**src/rtl/demux1_2_16_buf_if.sv**
```systemverilog
// rtl/demux1_2_16_buf_if.sv - stream bundle for the 1-to-2 buffered demux
// Purpose: groups the source stream and the two destination streams.
// Signals:
//   in_data/in_sel/in_valid  source word, destination select, word present
//   in_ready                 demux accepts the source word this cycle
//   o0_data/o0_valid         head of output FIFO 0
//   o0_ready                 sink 0 accepts head word
//   o1_data/o1_valid         head of output FIFO 1
//   o1_ready                 sink 1 accepts head word
// Modports: master = source and sinks (testbench/datapath), slave = demux.
interface demux1_2_16_buf_if #(
  parameter int WIDTH = 16
);
  logic [WIDTH-1:0] in_data;
  logic             in_sel;
  logic             in_valid;
  logic             in_ready;
  logic [WIDTH-1:0] o0_data;
  logic             o0_valid;
  logic             o0_ready;
  logic [WIDTH-1:0] o1_data;
  logic             o1_valid;
  logic             o1_ready;

  modport master (
    output in_data, in_sel, in_valid, o0_ready, o1_ready,
    input  in_ready, o0_data, o0_valid, o1_data, o1_valid
  );

  modport slave (
    input  in_data, in_sel, in_valid, o0_ready, o1_ready,
    output in_ready, o0_data, o0_valid, o1_data, o1_valid
  );
endinterface

```
**src/rtl/demux1_2_16_buf.sv**
```systemverilog
// rtl/demux1_2_16_buf.sv - 1-to-2 stream demux with a small FIFO per output
// Purpose: steers each source word to output 0 or 1 by in_sel; each output
//   has its own DEPTH-entry FIFO so a stalled sink does not block the other.
// Ports:
//   clk       rising-edge clock
//   rst_n     asynchronous active-low reset (empties FIFOs, clears storage)
//   bus       demux1_2_16_buf_if.slave: in_* source stream, o0_*/o1_* outputs
//   o0_count  words delivered on output 0 (only with DEMUX_COUNT_EN)
//   o1_count  words delivered on output 1 (only with DEMUX_COUNT_EN)
// Optional feature macro: DEMUX_COUNT_EN (per-output delivered-word counters).
module demux1_2_16_buf #(
  parameter int WIDTH = 16,
  parameter int DEPTH = 2,
  parameter int CNT_W = 16
) (
  input  logic                  clk,
  input  logic                  rst_n,
  demux1_2_16_buf_if.slave      bus
`ifdef DEMUX_COUNT_EN
  ,
  output logic [CNT_W-1:0]      o0_count,
  output logic [CNT_W-1:0]      o1_count
`endif
);

  localparam int AW = $clog2(DEPTH);
  localparam logic [AW:0] FULL_OCC = (AW+1)'(DEPTH);

  logic [WIDTH-1:0] mem    [2][DEPTH];
  logic [AW-1:0]    wr_ptr [2];
  logic [AW-1:0]    rd_ptr [2];
  logic [AW:0]      occ    [2];

  logic [1:0] full;
  logic [1:0] push;
  logic [1:0] pop;
  logic [1:0] oready;
  logic       in_ready_w;

  assign oready = {bus.o1_ready, bus.o0_ready};

  // Acceptance looks only at the selected FIFO; a pop in the same cycle does
  // not free a slot for the push, so a full FIFO always refuses.
  always_comb begin
    full       = '0;
    push       = '0;
    pop        = '0;
    for (int i = 0; i < 2; i++) begin
      full[i] = (occ[i] == FULL_OCC);
      pop[i]  = (occ[i] != '0) & oready[i];
    end
    in_ready_w        = ~full[bus.in_sel];
    push[bus.in_sel]  = bus.in_valid & in_ready_w;
  end

  assign bus.in_ready = in_ready_w;
  assign bus.o0_valid = (occ[0] != '0);
  assign bus.o1_valid = (occ[1] != '0);
  assign bus.o0_data  = mem[0][rd_ptr[0]];
  assign bus.o1_data  = mem[1][rd_ptr[1]];

  // Pointers wrap naturally because DEPTH is a power of two.
  always_ff @(posedge clk or negedge rst_n) begin
    if (!rst_n) begin
      for (int i = 0; i < 2; i++) begin
        wr_ptr[i] <= '0;
        rd_ptr[i] <= '0;
        occ[i]    <= '0;
        for (int j = 0; j < DEPTH; j++) begin
          mem[i][j] <= '0;
        end
      end
    end else begin
      for (int i = 0; i < 2; i++) begin
        if (push[i]) begin
          mem[i][wr_ptr[i]] <= bus.in_data;
          wr_ptr[i]         <= wr_ptr[i] + 1'b1;
        end
        if (pop[i]) begin
          rd_ptr[i] <= rd_ptr[i] + 1'b1;
        end
        if (push[i] && !pop[i]) begin
          occ[i] <= occ[i] + 1'b1;
        end else if (!push[i] && pop[i]) begin
          occ[i] <= occ[i] - 1'b1;
        end
      end
    end
  end

`ifdef DEMUX_COUNT_EN
  always_ff @(posedge clk or negedge rst_n) begin
    if (!rst_n) begin
      o0_count <= '0;
      o1_count <= '0;
    end else begin
      if (pop[0]) o0_count <= o0_count + 1'b1;
      if (pop[1]) o1_count <= o1_count + 1'b1;
    end
  end
`else
  logic unused_cnt_w;
  assign unused_cnt_w = (CNT_W > 0);
`endif

endmodule

```
**src/flat_wrapper.sv**
```systemverilog
// flat-port wrapper written by rule: the top's interface ports become plain ports
module demux1_2_16_buf_flat 
#(
  parameter int WIDTH = 16,
  parameter int DEPTH = 2,
  parameter int CNT_W = 16
)
  (clk, rst_n, bus_in_data, bus_in_sel, bus_in_valid, bus_o0_ready, bus_o1_ready, bus_in_ready, bus_o0_data, bus_o0_valid, bus_o1_data, bus_o1_valid);
  demux1_2_16_buf_if #(.WIDTH(WIDTH)) bus_i ();
  input  logic clk;
  input  logic rst_n;
  input wire logic [$bits(bus_i.in_data)-1:0] bus_in_data;
  input wire logic [$bits(bus_i.in_sel)-1:0] bus_in_sel;
  input wire logic [$bits(bus_i.in_valid)-1:0] bus_in_valid;
  input wire logic [$bits(bus_i.o0_ready)-1:0] bus_o0_ready;
  input wire logic [$bits(bus_i.o1_ready)-1:0] bus_o1_ready;
  output wire logic [$bits(bus_i.in_ready)-1:0] bus_in_ready;
  output wire logic [$bits(bus_i.o0_data)-1:0] bus_o0_data;
  output wire logic [$bits(bus_i.o0_valid)-1:0] bus_o0_valid;
  output wire logic [$bits(bus_i.o1_data)-1:0] bus_o1_data;
  output wire logic [$bits(bus_i.o1_valid)-1:0] bus_o1_valid;
  assign bus_i.in_data = bus_in_data;
  assign bus_i.in_sel = bus_in_sel;
  assign bus_i.in_valid = bus_in_valid;
  assign bus_i.o0_ready = bus_o0_ready;
  assign bus_i.o1_ready = bus_o1_ready;
  assign bus_in_ready = bus_i.in_ready;
  assign bus_o0_data = bus_i.o0_data;
  assign bus_o0_valid = bus_i.o0_valid;
  assign bus_o1_data = bus_i.o1_data;
  assign bus_o1_valid = bus_i.o1_valid;
  demux1_2_16_buf #(.WIDTH(WIDTH), .DEPTH(DEPTH), .CNT_W(CNT_W)) u_core (.clk(clk), .rst_n(rst_n), .bus(bus_i));
endmodule
```
**config.mk**
```make
export PLATFORM = sky130hd
export DESIGN_NAME = demux1_2_16_buf_flat
export DESIGN_NICKNAME = d
export VERILOG_FILES = /design/src/rtl/demux1_2_16_buf_if.sv /design/src/rtl/demux1_2_16_buf.sv /design/src/flat_wrapper.sv
export SDC_FILE = /design/constraint.sdc
export NUM_CORES = 1
export LEC_CHECK = 0
export BUFFER_PORTS_ARGS = -buffer_cell sky130_fd_sc_hd__buf_4
export CORE_MARGIN = 2
export CORE_UTILIZATION = 50
export CTS_CLUSTER_SIZE = 10
export DETAILED_ROUTE_END_ITERATION = 16
export PLACE_DENSITY = 0.82
export RECOVER_POWER = 100
export SKIP_CTS_REPAIR_TIMING = 1
export SYNTH_ARGS = -nofsm -noshare
export SYNTH_HDL_FRONTEND = slang
export SYNTH_SLANG_ARGS = --single-unit
```
**constraint.sdc**
```tcl
create_clock -name clk -period 2.3 [get_ports clk]
set_input_delay 0.46 -clock clk [delete_from_list [all_inputs] [get_ports clk]]
set_output_delay 0.46 -clock clk [all_outputs]
set_load 0.02 [all_outputs]
```
## Word-level counts from Yosys, hierarchy flattened

Cells that the tools add are included.

| word-level totals | value |
|---|---|
| flip-flop bits (word level) | 72 |
| input port bits | 22 |
| output and inout bits | 35 |
| word-level logic and storage cells | 72 |

| cells by class | value |
|---|---|
| $add $sub $neg | 8 |
| $lt $le $gt $ge | 8 |
| eq/ne operators | 2 |
| multiplexer cells | 20 |
| bitwise gates (word level) | 9 |
| reductions and logical operators | 15 |

Operators by type and width:

| kind | count |
|---|---|
| 16-bit two-way mux | 8 |
| 32-bit bitwise mux | 2 |
| 16-bit demux with 1-bit select | 2 |
| 2-bit >= comparator, second input constant | 4 |
| 2-bit two-way mux | 4 |
| 1-bit NOT with 2-bit output | 4 |
| 2-bit nonzero test | 4 |
| 1-bit logical AND | 7 |
| 1-bit adder, second input constant | 4 |
| 2-bit by 1-bit adder with 2-bit output, second input constant | 2 |
| 2-bit equality test, second input constant | 2 |
| 1-bit zero test | 4 |
| 2-bit by 1-bit less-than comparator with 1-bit output, second input constant | 2 |
| 2-bit by 1-bit subtractor with 2-bit output, second input constant | 2 |
| 1-bit AND | 3 |
| 1-bit two-way mux | 3 |
| 2-bit AND | 1 |
| 1-bit by 2-bit less-than comparator with 1-bit output, second input constant | 1 |
| 1-bit demux with 1-bit select | 1 |
| 1-bit >= comparator, second input constant | 1 |
| 1-bit NOT | 1 |

## Depth between registers and ports, before layout

| depth | value |
|---|---|
| word-level depth | 10 |
| gate-level depth with buffers | 6 |
| gate-level depth less buffers | 6 |

## Worst setup path after synthesis

Ideal clock, no wire load.

| timing | value |
|---|---|
| path type | register to output |
| from | register u_core.rd_ptr[1] in the netlist's numbering |
| to | output port bus_o0_data[10] |
| arrival time | 1.378 ns |
| required time | 1.840 ns |
| slack | 0.462 ns |
| cell stages (with the launch flop) | 4 |
| path buffers | 2 |
| cell sequence | dfrtp_1 > clkbuf_1 > clkbuf_1 > mux2_2 |

| on the way | value |
|---|---|
| word-level cells in the longest chain between the ends | 4 |

Ends and longest elaborated chain:

| element | line | text |
|---|---|---|
| start: declaration | demux1_2_16_buf.sv:31 | `logic [AW-1:0] rd_ptr [2];` |
| start signal: indexed assignment | demux1_2_16_buf.sv:80 | `rd_ptr[i] <= rd_ptr[i] + 1'b1;` |
| 1-bit NOT with 2-bit output (not written as such) | demux1_2_16_buf.sv:59 | `assign bus.o0_data = mem[0][rd_ptr[0]];` |
| 16-bit two-way mux (not written as such) (3 in series) | demux1_2_16_buf.sv:59 |  |
| end: declaration | flat_wrapper.sv:18 | `output wire logic [$bits(bus_i.o0_data)-1:0] bus_o0_data;` |

No other way between the ends. The select of a mux whose other input is x is not followed.

## Worst setup path after layout

| timing | value |
|---|---|
| from | register u_core.rd_ptr[0] in the netlist's numbering |
| to | output port bus_o1_data[12] |

| on the way | value |
|---|---|
| word-level cells in the longest chain between the ends | 4 |

Ends and longest elaborated chain:

| element | line | text |
|---|---|---|
| 1-bit NOT with 2-bit output (not written as such) | demux1_2_16_buf.sv:60 | `assign bus.o1_data = mem[1][rd_ptr[1]];` |
| 16-bit two-way mux (not written as such) (3 in series) | demux1_2_16_buf.sv:60 |  |
| end: declaration | flat_wrapper.sv:20 | `output wire logic [$bits(bus_i.o1_data)-1:0] bus_o1_data;` |

No other way between the ends. The select of a mux whose other input is x is not followed.

==> flow_summary.rst <==
.. list-table::
   :header-rows: 1

   * - Metric
     - Value
   * - Gr usage total
     - 18.7%
   * - Drt wl/cell
     - 17.0 um
   * - Total Routed Length
     - 6100 um
   * - Multi-input gate area
     - 1320 um^2
   * - Pin count of the biggest net entering global routing
     - 73
   * - Synthesis Warnings
     - 0
   * - TritonCTS buffer count
     - 9
   * - Clock root buffer
     - clkbuf_8
   * - Highest-count cells in the layout ignoring fill and taps
     - mux2_2 (84), dfrtp_1 (72), clkbuf_1 (36)
   * - Final total negative setup slack
     - 0 ns
   * - Area added between synthesis and finish
     - 19.4%
   * - Diodes inserted
     - 0
   * - Worst setup EP type
     - primary output
   * - Worst Skew
     - 0.00519 ns
   * - Count of mapped cells out of synthesis
     - 207
   * - Post-route fraction of the period consumed by the critical path
     - 93.2%
   * - Reg2Reg Depth
     - 4
   * - Data required time at the worst endpoint
     - 1.84 ns
   * - Worst hold start
     - bus_in_data[0]
   * - Path category of the worst min-delay check
     - in2reg
   * - Share of post-route cells with drive strength above 1
     - 48.8%
   * - Die Y-Extent
     - 84.3 um
   * - Count of port buffers added during placement
     - 56
   * - DRC marker count from the first detailed-route iteration
     - 90
   * - Post-route met1 wirelength
     - 2740 um
   * - Placed wire-length estimate after detailed placement
     - 4090 um
   * - Max-Cap Viols
     - 1
   * - Register clock-pin slew on the reported worst setup and hold paths
     - 0.08 ns
   * - Setup repair after global routing missed its margin
     - false
   * - Most common library cell in the layout ignoring fill and taps
     - mux2_2
   * - CP max FO
     - 6
   * - Clock buffer depth
     - 2
   * - Final-report setup violation count
     - 0
   * - Violations in the final reports
     - capacitance limit, slew limit
   * - Worst-Skew Late Latency
     - 0.33 ns
   * - Leakage power figure
     - 1.68 nW
   * - Routed vias/inst
     - 5.20
   * - Remaining max-slew budget at the tightest pin
     - -15.5%
   * - Number of sinks driven by the clock tree
     - 72
   * - Worst-Margin Slew
     - 1.73 ns
   * - Power density of the placed cells
     - 1640 nW/um^2
   * - I/O pin total
     - 57
   * - Nets in the synthesized netlist
     - 231
   * - Unique masters post-synth
     - 23
   * - Count of endpoints failing hold in the final timing report
     - 0
   * - Final-layout fill cell count
     - 510
   * - Synthesized area per cell
     - 15.6 um^2
   * - Site Rows
     - 29
   * - Grt total ovfl
     - 0
   * - Worst flop-to-flop path endpoint
     - u_core.mem[8]
   * - Placer's final routability congestion estimate
     - 0.709
   * - Drt first pass iters
     - 4
   * - Area taken by flip-flops and latches
     - 1800 um^2
   * - Netlist area before placement
     - 3220 um^2
   * - Final design instance area without fill
     - 3850 um^2
   * - Power Total
     - 6.30 mW
   * - Maximum level of the CTS H-tree
     - 3
   * - Routed wl met2
     - 3040 um
   * - DRC violation count after routing
     - 0
   * - Run status
     - finished with violations
   * - Clock tree from TritonCTS
     - yes
   * - Sequential element share of the synthesized area
     - 55.9%
   * - Placeable core region
     - 6280 um^2
   * - Global-route wire length before repair
     - 10,300 um
   * - Length of routed met3 wiring
     - 249 um
   * - Post-detailed-route count of antenna-violating nets
     - 0
   * - Startpoint type of the worst setup path
     - flop
   * - Number of antenna violations at the first check in global routing
     - 0
   * - DIE AREA
     - 7100 um^2
   * - Final Critical Period
     - 2.14 ns
   * - Top routing layer in use
     - met4
   * - Max rail drop VDD
     - 923 uV
   * - R2r setup slk
     - 0.43 ns
   * - Worst-case hold path end point
     - u_core.mem[0]
   * - Signal arrival time at the worst endpoint
     - 1.68 ns
   * - Total of flip-flops plus latches after synthesis
     - 72
   * - Nets@finish
     - 300
   * - Number of global-route vias before repair
     - 2,065
   * - Width of the die
     - 84.3 um
   * - Placed Area
     - 3770 um^2
   * - Critical register-to-register path startpoint
     - u_core.occ[0]
   * - Hold path cells
     - 2
   * - Initial core utilization
     - 51.3%
   * - Critical path class
     - reg2out
   * - Via count
     - 1,861
   * - Peak Freq
     - 466 MHz
   * - Slew Viols, Final
     - 73
==> per-layer routing <==
| layer | vias to the layer above | global-route usage (%) |
|---|---|---|
| li1 | 872 | - |
| met1 | 945 | 24.6 |
| met2 | 39 | 30.3 |
| met3 | 5 | 4.03 |
| met4 | 0 | 7.77 |
| met5 | - | 0 |
==> worst max-delay path, stage by stage, from the launching register on <==
cell and delay, ns:
dfrtp_1 0.49, clkbuf_1 0.30, mux2_1 0.40, buf_4 0.17
==> sequential cells by signal (all words and copies together) (netlist names) <==
signal,flops
u_core.wr_ptr,2
u_core.rd_ptr,2
u_core.mem,64
u_core.occ,4
==> kinds of logic (layout without fill, tap and decap cells) <==
family          count (synthesis)  count (layout)  share of synthesized area, %
flops                          72              72                          55.9
buf+inv                         9              83                          2.06
simple gates                   17              17                          3.69
xor+xnor                       10              10                          2.72
fa+ha+maj                       2               2                         0.776
mux                            96              96                          34.7
compound gates                  1               1                         0.155
==> power by group <==
part	switching, mW	internal (mW)
Combinational	1.40	1.30
Clock	0.454	0.861
Sequential	0.364	1.92
Total	2.22	4.08
==> cell type report <==
type | count | area share (%)
Clock inverter | 5 | 3.32
Timing Repair Buffer | 67 | 9.40
Multi-Input combinational cell | 126 | 34.3
Tap cell | 77 | 2.50
Clock buffer | 11 | 3.67
Sequential cell | 72 | 46.8
==> worst max path at each step <==
stage / from / end / slack, ns
floorplan: u_core.rd_ptr[1] / bus_o0_data[10] / 0.46
global placement: bus_in_sel / u_core.mem[3] / 0.63
detailed placement: bus_in_sel / u_core.occ[3] / 0.59
CTS: u_core.rd_ptr[0] / bus_o1_data[8] / 0.23
global route: u_core.rd_ptr[0] / bus_o1_data[12] / 0.11
finish: u_core.rd_ptr[0] / bus_o1_data[12] / 0.16
==> synth_stat cells <==
library cell	n	area share (%)
mux2_2	86	30
dfrtp_1	72	56
mux2_4	10	4.7
xor2_1	6	1.6
clkbuf_1	4	0.47
nor2_1	4	0.47
xnor2_1	4	1.1
buf_4	2	0.47
ha_1	2	0.78
nand2_1	2	0.23
nor2b_1	2	0.39
or2_2	2	0.39
a21oi_1	1	0.16
buf_12	1	0.62
buf_2	1	0.16
buf_6	1	0.35
nand2_2	1	0.19
nand2b_1	1	0.19
nand4b_1	1	0.27
nor3_2	1	0.31
nor3b_1	1	0.23
nor4b_4	1	0.74
or3b_1	1	0.27
==> through the flow <==
stage	util, %	hold WS (ns)	worst slack [ns]	std cells
finish	61.3	0.364	0.156	358
floorplan	-	0.164	0.462	207
global route	61.3	0.357	0.111	358
detailed placement	60.0	0.468	0.594	342
global placement	60.0	0.474	0.628	342
CTS	64.3	0.140	0.233	358
Power figures use the tool's default switching activity.
